[src/rtl/dmem_dual_port_arbiter.sv]
// Two-lane load/store front end for a 1R/1W data memory: stores post to a write buffer, loads serialise on the read port.
// Load data returns 1 cycle after accept; ready is combinational and lane 1 never passes a stalled lane 0.
module dmem_dual_port_arbiter #(
   parameter int WB_DEPTH = 4
) (
   input  logic        clk,
   input  logic        rst,
   input  logic        l0_req,
   input  logic        l0_we,
   input  logic [31:0] l0_addr,
   input  logic [31:0] l0_wdata,
   output logic        l0_ready,
   output logic        l0_rvalid,
   output logic [31:0] l0_rdata,
   input  logic        l1_req,
   input  logic        l1_we,
   input  logic [31:0] l1_addr,
   input  logic [31:0] l1_wdata,
   output logic        l1_ready,
   output logic        l1_rvalid,
   output logic [31:0] l1_rdata,
   output logic [31:0] mem_raddress,
   input  logic [31:0] mem_rdata,
   output logic        mem_write,
   output logic [31:0] mem_waddress,
   output logic [31:0] mem_wdata
);
   localparam int AW = $clog2(WB_DEPTH);
   localparam int CW = AW + 1;
   localparam logic [CW-1:0] DEPTH_C = CW'(WB_DEPTH);

   typedef struct packed {
      logic [31:0] addr;
      logic [31:0] data;
   } wb_ent_t;

   wb_ent_t       wb_q [WB_DEPTH];
   wb_ent_t       wb_d [WB_DEPTH];
   logic [AW-1:0] head_q, head_d;
   logic [AW-1:0] tail_q, tail_d;
   logic [AW-1:0] l1_slot;
   logic [AW-1:0] idx;
   logic [CW-1:0] count_q, count_d;
   logic [31:0]   raddr_q;
   logic [31:0]   l0_rdata_q, l0_rdata_d;
   logic [31:0]   l1_rdata_q, l1_rdata_d;
   logic          l0_rvalid_q, l1_rvalid_q;
   logic          l0_st, l0_ld, l1_st, l1_ld;
   logic          ld_vld, pop, fwd_hit;
   logic [31:0]   ld_addr, fwd_data, ld_data;

   // Acceptance looks only at start-of-cycle occupancy, so a same-cycle drain frees nothing.
   always_comb begin
      l0_ready = l0_we ? (count_q < DEPTH_C) : 1'b1;
      l0_st    = l0_req & l0_ready & l0_we;
      l0_ld    = l0_req & l0_ready & ~l0_we;
      l1_ready = (~l0_req | l0_ready) &
                 (l1_we ? ((count_q + CW'(l0_st)) < DEPTH_C) : ~(l0_req & ~l0_we));
      l1_st    = l1_req & l1_ready & l1_we;
      l1_ld    = l1_req & l1_ready & ~l1_we;
   end

   // Scan oldest to youngest so the entry nearest tail overrides; a same-cycle lane 0 store is younger still.
   always_comb begin
      ld_vld   = l0_ld | l1_ld;
      ld_addr  = l0_ld ? l0_addr : l1_addr;
      fwd_hit  = 1'b0;
      fwd_data = '0;
      idx      = head_q;
      for (int i = 0; i < WB_DEPTH; i++) begin
         idx = head_q + AW'(i);
         if ((CW'(i) < count_q) && (wb_q[idx].addr[31:2] == ld_addr[31:2])) begin
            fwd_hit  = 1'b1;
            fwd_data = wb_q[idx].data;
         end
      end
      if (l1_ld && l0_st && (l0_addr[31:2] == l1_addr[31:2])) begin
         fwd_hit  = 1'b1;
         fwd_data = l0_wdata;
      end
      ld_data      = fwd_hit ? fwd_data : mem_rdata;
      mem_raddress = ld_vld ? ld_addr : raddr_q;
      l0_rdata_d   = l0_ld ? ld_data : l0_rdata_q;
      l1_rdata_d   = l1_ld ? ld_data : l1_rdata_q;
   end

   always_comb begin
      wb_d    = wb_q;
      pop     = (count_q != '0);
      l1_slot = tail_q + AW'(l0_st);
      if (l0_st) begin
         wb_d[tail_q] = '{addr: l0_addr, data: l0_wdata};
      end
      if (l1_st) begin
         wb_d[l1_slot] = '{addr: l1_addr, data: l1_wdata};
      end
      tail_d  = l1_slot + AW'(l1_st);
      head_d  = head_q + AW'(pop);
      count_d = count_q + CW'(l0_st) + CW'(l1_st) - CW'(pop);
   end

   // Entry payloads need no reset: nothing reads them while count is zero.
   always_ff @(posedge clk) begin
      wb_q <= wb_d;
   end

   always_ff @(posedge clk or posedge rst) begin
      if (rst) begin
         head_q      <= '0;
         tail_q      <= '0;
         count_q     <= '0;
         raddr_q     <= '0;
         l0_rvalid_q <= 1'b0;
         l1_rvalid_q <= 1'b0;
         l0_rdata_q  <= '0;
         l1_rdata_q  <= '0;
      end else begin
         head_q      <= head_d;
         tail_q      <= tail_d;
         count_q     <= count_d;
         raddr_q     <= mem_raddress;
         l0_rvalid_q <= l0_ld;
         l1_rvalid_q <= l1_ld;
         l0_rdata_q  <= l0_rdata_d;
         l1_rdata_q  <= l1_rdata_d;
      end
   end

   assign mem_write    = pop;
   assign mem_waddress = wb_q[head_q].addr;
   assign mem_wdata    = wb_q[head_q].data;
   assign l0_rvalid    = l0_rvalid_q;
   assign l1_rvalid    = l1_rvalid_q;
   assign l0_rdata     = l0_rdata_q;
   assign l1_rdata     = l1_rdata_q;

endmodule

[config.mk]
export PLATFORM = sky130hd
export DESIGN_NAME = dmem_dual_port_arbiter
export DESIGN_NICKNAME = d
export VERILOG_FILES = /design/src/rtl/dmem_dual_port_arbiter.sv
export SDC_FILE = /design/constraint.sdc
export NUM_CORES = 1
export LEC_CHECK = 0
export CELL_PAD_IN_SITES_DETAIL_PLACEMENT = 1
export CELL_PAD_IN_SITES_GLOBAL_PLACEMENT = 1
export CORE_MARGIN = 2
export CORE_UTILIZATION = 29
export DETAILED_ROUTE_END_ITERATION = 8
export PLACE_DENSITY = 0.65
export SLEW_MARGIN = 10
export SYNTH_ARGS = -nofsm -noshare
export SYNTH_HDL_FRONTEND = slang
export SYNTH_SLANG_ARGS = --single-unit
[constraint.sdc]
create_clock -name clk -period 6.6 [get_ports clk]
set_input_delay 0.99 -clock clk [delete_from_list [all_inputs] [get_ports clk]]
set_output_delay 0.99 -clock clk [all_outputs]
set_load 0.005 [all_outputs]
Word level (Yosys, flattened, before mapping)
Cells that the tools add are included. Widths: inputs -> output; s select.

Register bits: 361.

Add/sub/neg operators: 9. $lt $le $gt $ge: 14. Equal/unequal tests: 5. Mux-type cells: 35. Bitwise logic cells: 20. Reduce and logical (&&, ||, !) cells: 9.

Operators with widths (count): $mux 64 (10); $bmux 64 s2 (4); $bwmux 256 (2); $mux 256 (2); $demux 64 s2 (2); $mux 32 (8); $eq 30x30->1 (5); $ge 3x3->1 const B (6); $not 2->3 (6); $and 1x1->1 (8); $logic_and 1x1->1 (8); $mux 1 (7); $add 2x1->2 (3); $add 3x1->3 (2); $lt 1x3->1 const A (2); $lt 2x3->1 const A (2); $lt 3x1->1 const B (2); $lt 3x3->1 const B (2); $add 2x2->2 const B (2); $not 1->1 (4); $reduce_bool 3->1 (1); $sub 3x1->3 (1); $add 2x1->2 const B (1); $or 1x1->1 (2).

Logic depth before layout (Yosys ltp)
Depth after elaboration: 14. Mapped depth: 17.

Worst setup path after synthesis
OpenSTA, ideal clock, no wires.

Path type: in2out. Start point: in l0_req. End point: out mem_raddress[11]. Data arrival time: 2.871 ns. Data required time: 5.610 ns. Path slack: 2.739 ns. Stages: 12. Path through: nand3_1 inv_1 ha_1 ha_1 nand2_1 o22ai_1 a21oi_1 nand3_1 nand2_1 clkbuf_1 nor2_1 a21oi_1.

Cells in the longest elaborated chain, start to end: 10. Elaborated cells between the ends (all ways): 16.

RTL lines: start, declared (line 8) `input logic l0_req,`; $and 1x1->1 (2 in a row) (line 55) `l0_st = l0_req & l0_ready & l0_we;`; $add 3x1->3 (line 58) `(l1_we ? ((count_q + CW'(l0_st)) < DEPTH_C) : ~(l0_req & ~l0_we));`; $lt 3x3->1 (line 58); $mux 1 (line 58); $and 1x1->1 * (line 57) `l1_ready = (~l0_req | l0_ready) &`; named net l1_ready (line 19) `output logic l1_ready,`; $and 1x1->1 * (2 in a row) (line 60) `l1_ld = l1_req & l1_ready & ~l1_we;`; $or 1x1->1 * (line 65) `ld_vld = l0_ld | l1_ld;`; $mux 32 * (line 82) `mem_raddress = ld_vld ? ld_addr : raddr_q;`; end, declared (line 22) `output logic [31:0] mem_raddress,`.

Mark *: on every way through the listed nets, which the timed path passes. The rest lies on a longest branch.

Final worst setup path
Start point: in l0_req. End point: out mem_raddress[16].

Cells in the longest elaborated chain, start to end: 10. Elaborated cells between the ends (all ways): 16.

RTL lines (line): $and 1x1->1 (55, 56); $and 1x1->1 (55); $add 3x1->3 (58); $lt 3x3->1 (58); $mux 1 (58); $and 1x1->1 (57); $and 1x1->1 (2 in a row) (60); $or 1x1->1 (65); $mux 32 * (82).

Mark *: on every way between the ends. The rest lies on a longest branch, timed or not.

==> results.sh <==
export IMPL_status="finished clean"
export IMPL_ctsHoldBuffers=0
export IMPL_initialDrtViolationCount=1376
export IMPL_final_cell_mix="mux2i_1 (337), clkdlybuf4s50_1 (330), nor2_1 (302)"
export IMPL_avgSynthCellArea_um2=9.196
export IMPL_crit_type="in -> out"
export IMPL_critPathTopFamily="buffers and inverters"
export IMPL_drive_above_1_share_pct=13.91
export IMPL_slew_viol_final=0
export IMPL_switching_share_pct=43.12
export IMPL_min_path_cells=2
export IMPL_dp_slack_ns=0.4684
export IMPL_nets=3032
export IMPL_crit_arrival_ns=5.12
export IMPL_clockBufferDepth=3
export IMPL_ys_types=62
export IMPL_ant_nets=0
export IMPL_syn_nets=2784
export IMPL_drt_total_wl_um=103400
export IMPL_synth_ff_type="dfxtp_1"
export IMPL_gp_congestion=0.9219
export IMPL_hold_viol=0
export IMPL_cts_buffers_inserted=48
export IMPL_hp_class="reg -> reg"
export IMPL_num_rows=105
export IMPL_htree_levels=2
export IMPL_die_area_mm2=0.08508
export IMPL_post_cts_resized=0
export IMPL_synth_seq_cells=361
export IMPL_synthArstFlopShare_pct=29.09
export IMPL_grt_antenna_before_repair=10
export IMPL_maxCapViolations=0
export IMPL_clk_pin_slew_ns=0.06
export IMPL_reg2reg_from="head_q[0]"
export IMPL_worst_slack_ns=0.4922
export IMPL_area_growth_pct=25.52
export IMPL_path_cells="clkdlybuf4s50_1 > nand3_1 > inv_1 > ha_1 > ha_1 > o21ai_0 > a21oi_1 > nand3_4 > nand2_2 > buf_12 > nor2_1 > a21oi_1 > clkdlybuf4s50_1"
export IMPL_critPathMaxFanout=40
export IMPL_final_setup_viol_count=0
export IMPL_min_from="l1_rdata[1]"
export IMPL_portBuffers=330
export IMPL_clockRootBuffer="clkbuf_16"
export IMPL_insertion_delay_ns=0.63
export IMPL_reg2regPathDepth=12
export IMPL_pwr_density_cell_mw_per_mm2=524.6
export IMPL_peakVddDrop_mv=0.2345
export IMPL_drc=0
export IMPL_fin_skew_ns=0.03845
export IMPL_cts_sinks=361
export IMPL_setup_tns_ns=0
export IMPL_p_sw_mw=6.814
export IMPL_min_to="l1_rdata[1]"
export IMPL_cp_required_ns=5.61
export IMPL_netlist_instances=2610
export IMPL_post_drt_via_cell_ratio=5.608
export IMPL_yosys_area_top_type="dfxtp_1"
export IMPL_final_common_cell="mux2i_1"
export IMPL_stdcell_area_mm2=0.03013
export IMPL_cpPeakStageDelay_ns=0.63
export IMPL_grt_pass1_vias=23130
export IMPL_r2r_end="l0_rdata[0]"
export IMPL_period_minus_slack_ns=6.108
export IMPL_slowest_stage="clkdlybuf4s50_1"
export IMPL_cts_tree="done"
export IMPL_rsz0062_at_grt="no"
export IMPL_drt_pass1_iterations=5
export IMPL_p_leak_nw=11.63
export IMPL_seq_area_frac_synth_pct=32.30
export IMPL_core_area_mm2=0.08198
export IMPL_reg2reg_slack_ns=1.21
export IMPL_p_clk_share_pct=17.4
export IMPL_power_frac_comb_pct=55.9
export IMPL_fmax_mhz=163.7
export IMPL_p_seq_share_pct=26.6
export IMPL_wl_per_cell_um=26.05
export IMPL_fin_cells=3971
export IMPL_synth_area_mm2=0.02400
export IMPL_path_buf_inv=4
export IMPL_ios=331
export IMPL_hpwl_um=74080
export IMPL_dieHeight_um=291.7
export IMPL_maxSlewHeadroom_pct=19.44
export IMPL_cp_start_kind="input pin"
export IMPL_max_slew_worst_pin_slew_ns=1.199
export IMPL_power_internal_mw=8.989
export IMPL_synth_area_top_cells="dfxtp_1 (21%), mux2i_1 (14%), dfrtp_1 (11%)"
export IMPL_dp_cells=3878
export IMPL_finalPower_mw=15.80
export IMPL_synth_edf_count=0
export IMPL_grt_max_degree=91
export IMPL_end_kind="output pin"
export IMPL_ys_warn_count=0
export IMPL_min_period_over_period_pct=92.54
export IMPL_place_area_mm2=0.02846
export IMPL_synth_top_area_share_pct=21.35
export IMPL_fp_dieW_um=291.7
export IMPL_grt_pass1_wl_um=153000
export IMPL_vias=22270
export IMPL_grt_usage_pct=23.61
export IMPL_start_util_pct=29.28
export IMPL_cts_setup_buffers=0
export IMPL_grt_overflow=0
per-stage QoR:
step           hold slack [ns]  util [%]
2_1_floorplan           0.4726         -
3_3_place_gp            0.4626     34.72
3_5_place_dp            0.4710     34.72
4_1_cts                 0.4843     36.74
5_1_grt                 0.5097     36.75
6_report                0.4793     36.75
Yosys cell counts (all sizes together) (2+ instances only):
cell / n
a2111oi: 40
dfrtp: 105
xor2: 53
xnor2: 103
dfxtp: 256
nor2b: 4
mux2: 80
a211oi: 4
a2bb2oi: 2
nand4: 23
o2bb2ai: 2
and4: 2
nor3b: 2
clkbuf: 139
nor3: 19
a31oi: 3
nor2: 304
a21oi: 231
nor4b: 3
ha: 7
nand4b: 2
a311o: 24
nand3: 9
mux4: 106
nor4: 51
o31ai: 62
o21ai: 183
buf: 74
or4: 8
mux2i: 366
a311oi: 26
nand2: 287
o311a: 2
inv: 15
logic make-up (layout without fill, tap and decap cells):
family	count (synthesis)	in the layout	share of synthesized area, %
adder cells (fa/ha/maj)	8	8	0.4483
multiplexers	552	552	29.56
buffers and inverters	228	516	4.369
XOR/XNOR	156	156	5.693
flip-flops	361	361	32.30
AO/OA/AOI/OAI	585	585	14.77
AND/OR/NAND/NOR	720	720	12.86
other	0	3	0
registers in the layout, indices dropped and copies added, names as in the netlist:
signal     flops
count_q        3
tail_q         2
l0_rdata      32
wb_q         256
l1_rvalid      1
raddr_q       32
head_q         2
l0_rvalid      1
l1_rdata      32
power groups by stage:
stage	sequential [mW]	combinational (mW)	clock, mW
6_report	4.21	8.84	2.75
5_1_grt	4.34	9.43	2.91
4_1_cts	4.18	8.84	2.83
3_5_place_dp	4.21	8.77	0
3_3_place_gp	4.09	8.56	0
2_1_floorplan	3.77	5.65	0
per-layer routing:
layer  up-vias  global-route usage [%]  routed length [µm]  share of wire [%]
li1      10080                       -                   -                  -
met1     11350                   29.97               43820                 42
met2       669                   41.25               51120                 49
met3       168                   3.357                5438                5.3
met4        10                   7.317                2984                2.9
met5         -                       0                  73              0.071
worst min-delay path, cell delays in order, from the launching register on:
cell     delay, ns
dfrtp_1       0.34
nand2_1       0.05
o31ai_1       0.05
cell type report:
cell class              count  area [µm²]
flip-flops and latches    361        7760
diodes                      3       7.507
repair buffers            411        4011
well taps                1070        1339
fillers                  9305       51850
multi-input cells        2021       15290
clock inverters            22       280.3
inverters                  15       58.81
clock buffers              68        1378
how the worst max path moves through the flow:
stage	from	endpoint	slack (ns)	cells past startpoint
floorplan	l0_req	mem_raddress[11]	2.74	12
global placement	l0_we	l1_rdata[9]	0.53	15
detailed placement	l0_we	l0_rdata[9]	0.47	15
CTS	l0_req	mem_raddress[18]	0.42	13
global route	l0_req	mem_raddress[16]	0.37	13
finish	l0_req	mem_raddress[16]	0.49	13
No activity file was read; power rests on OpenSTA's default activity.
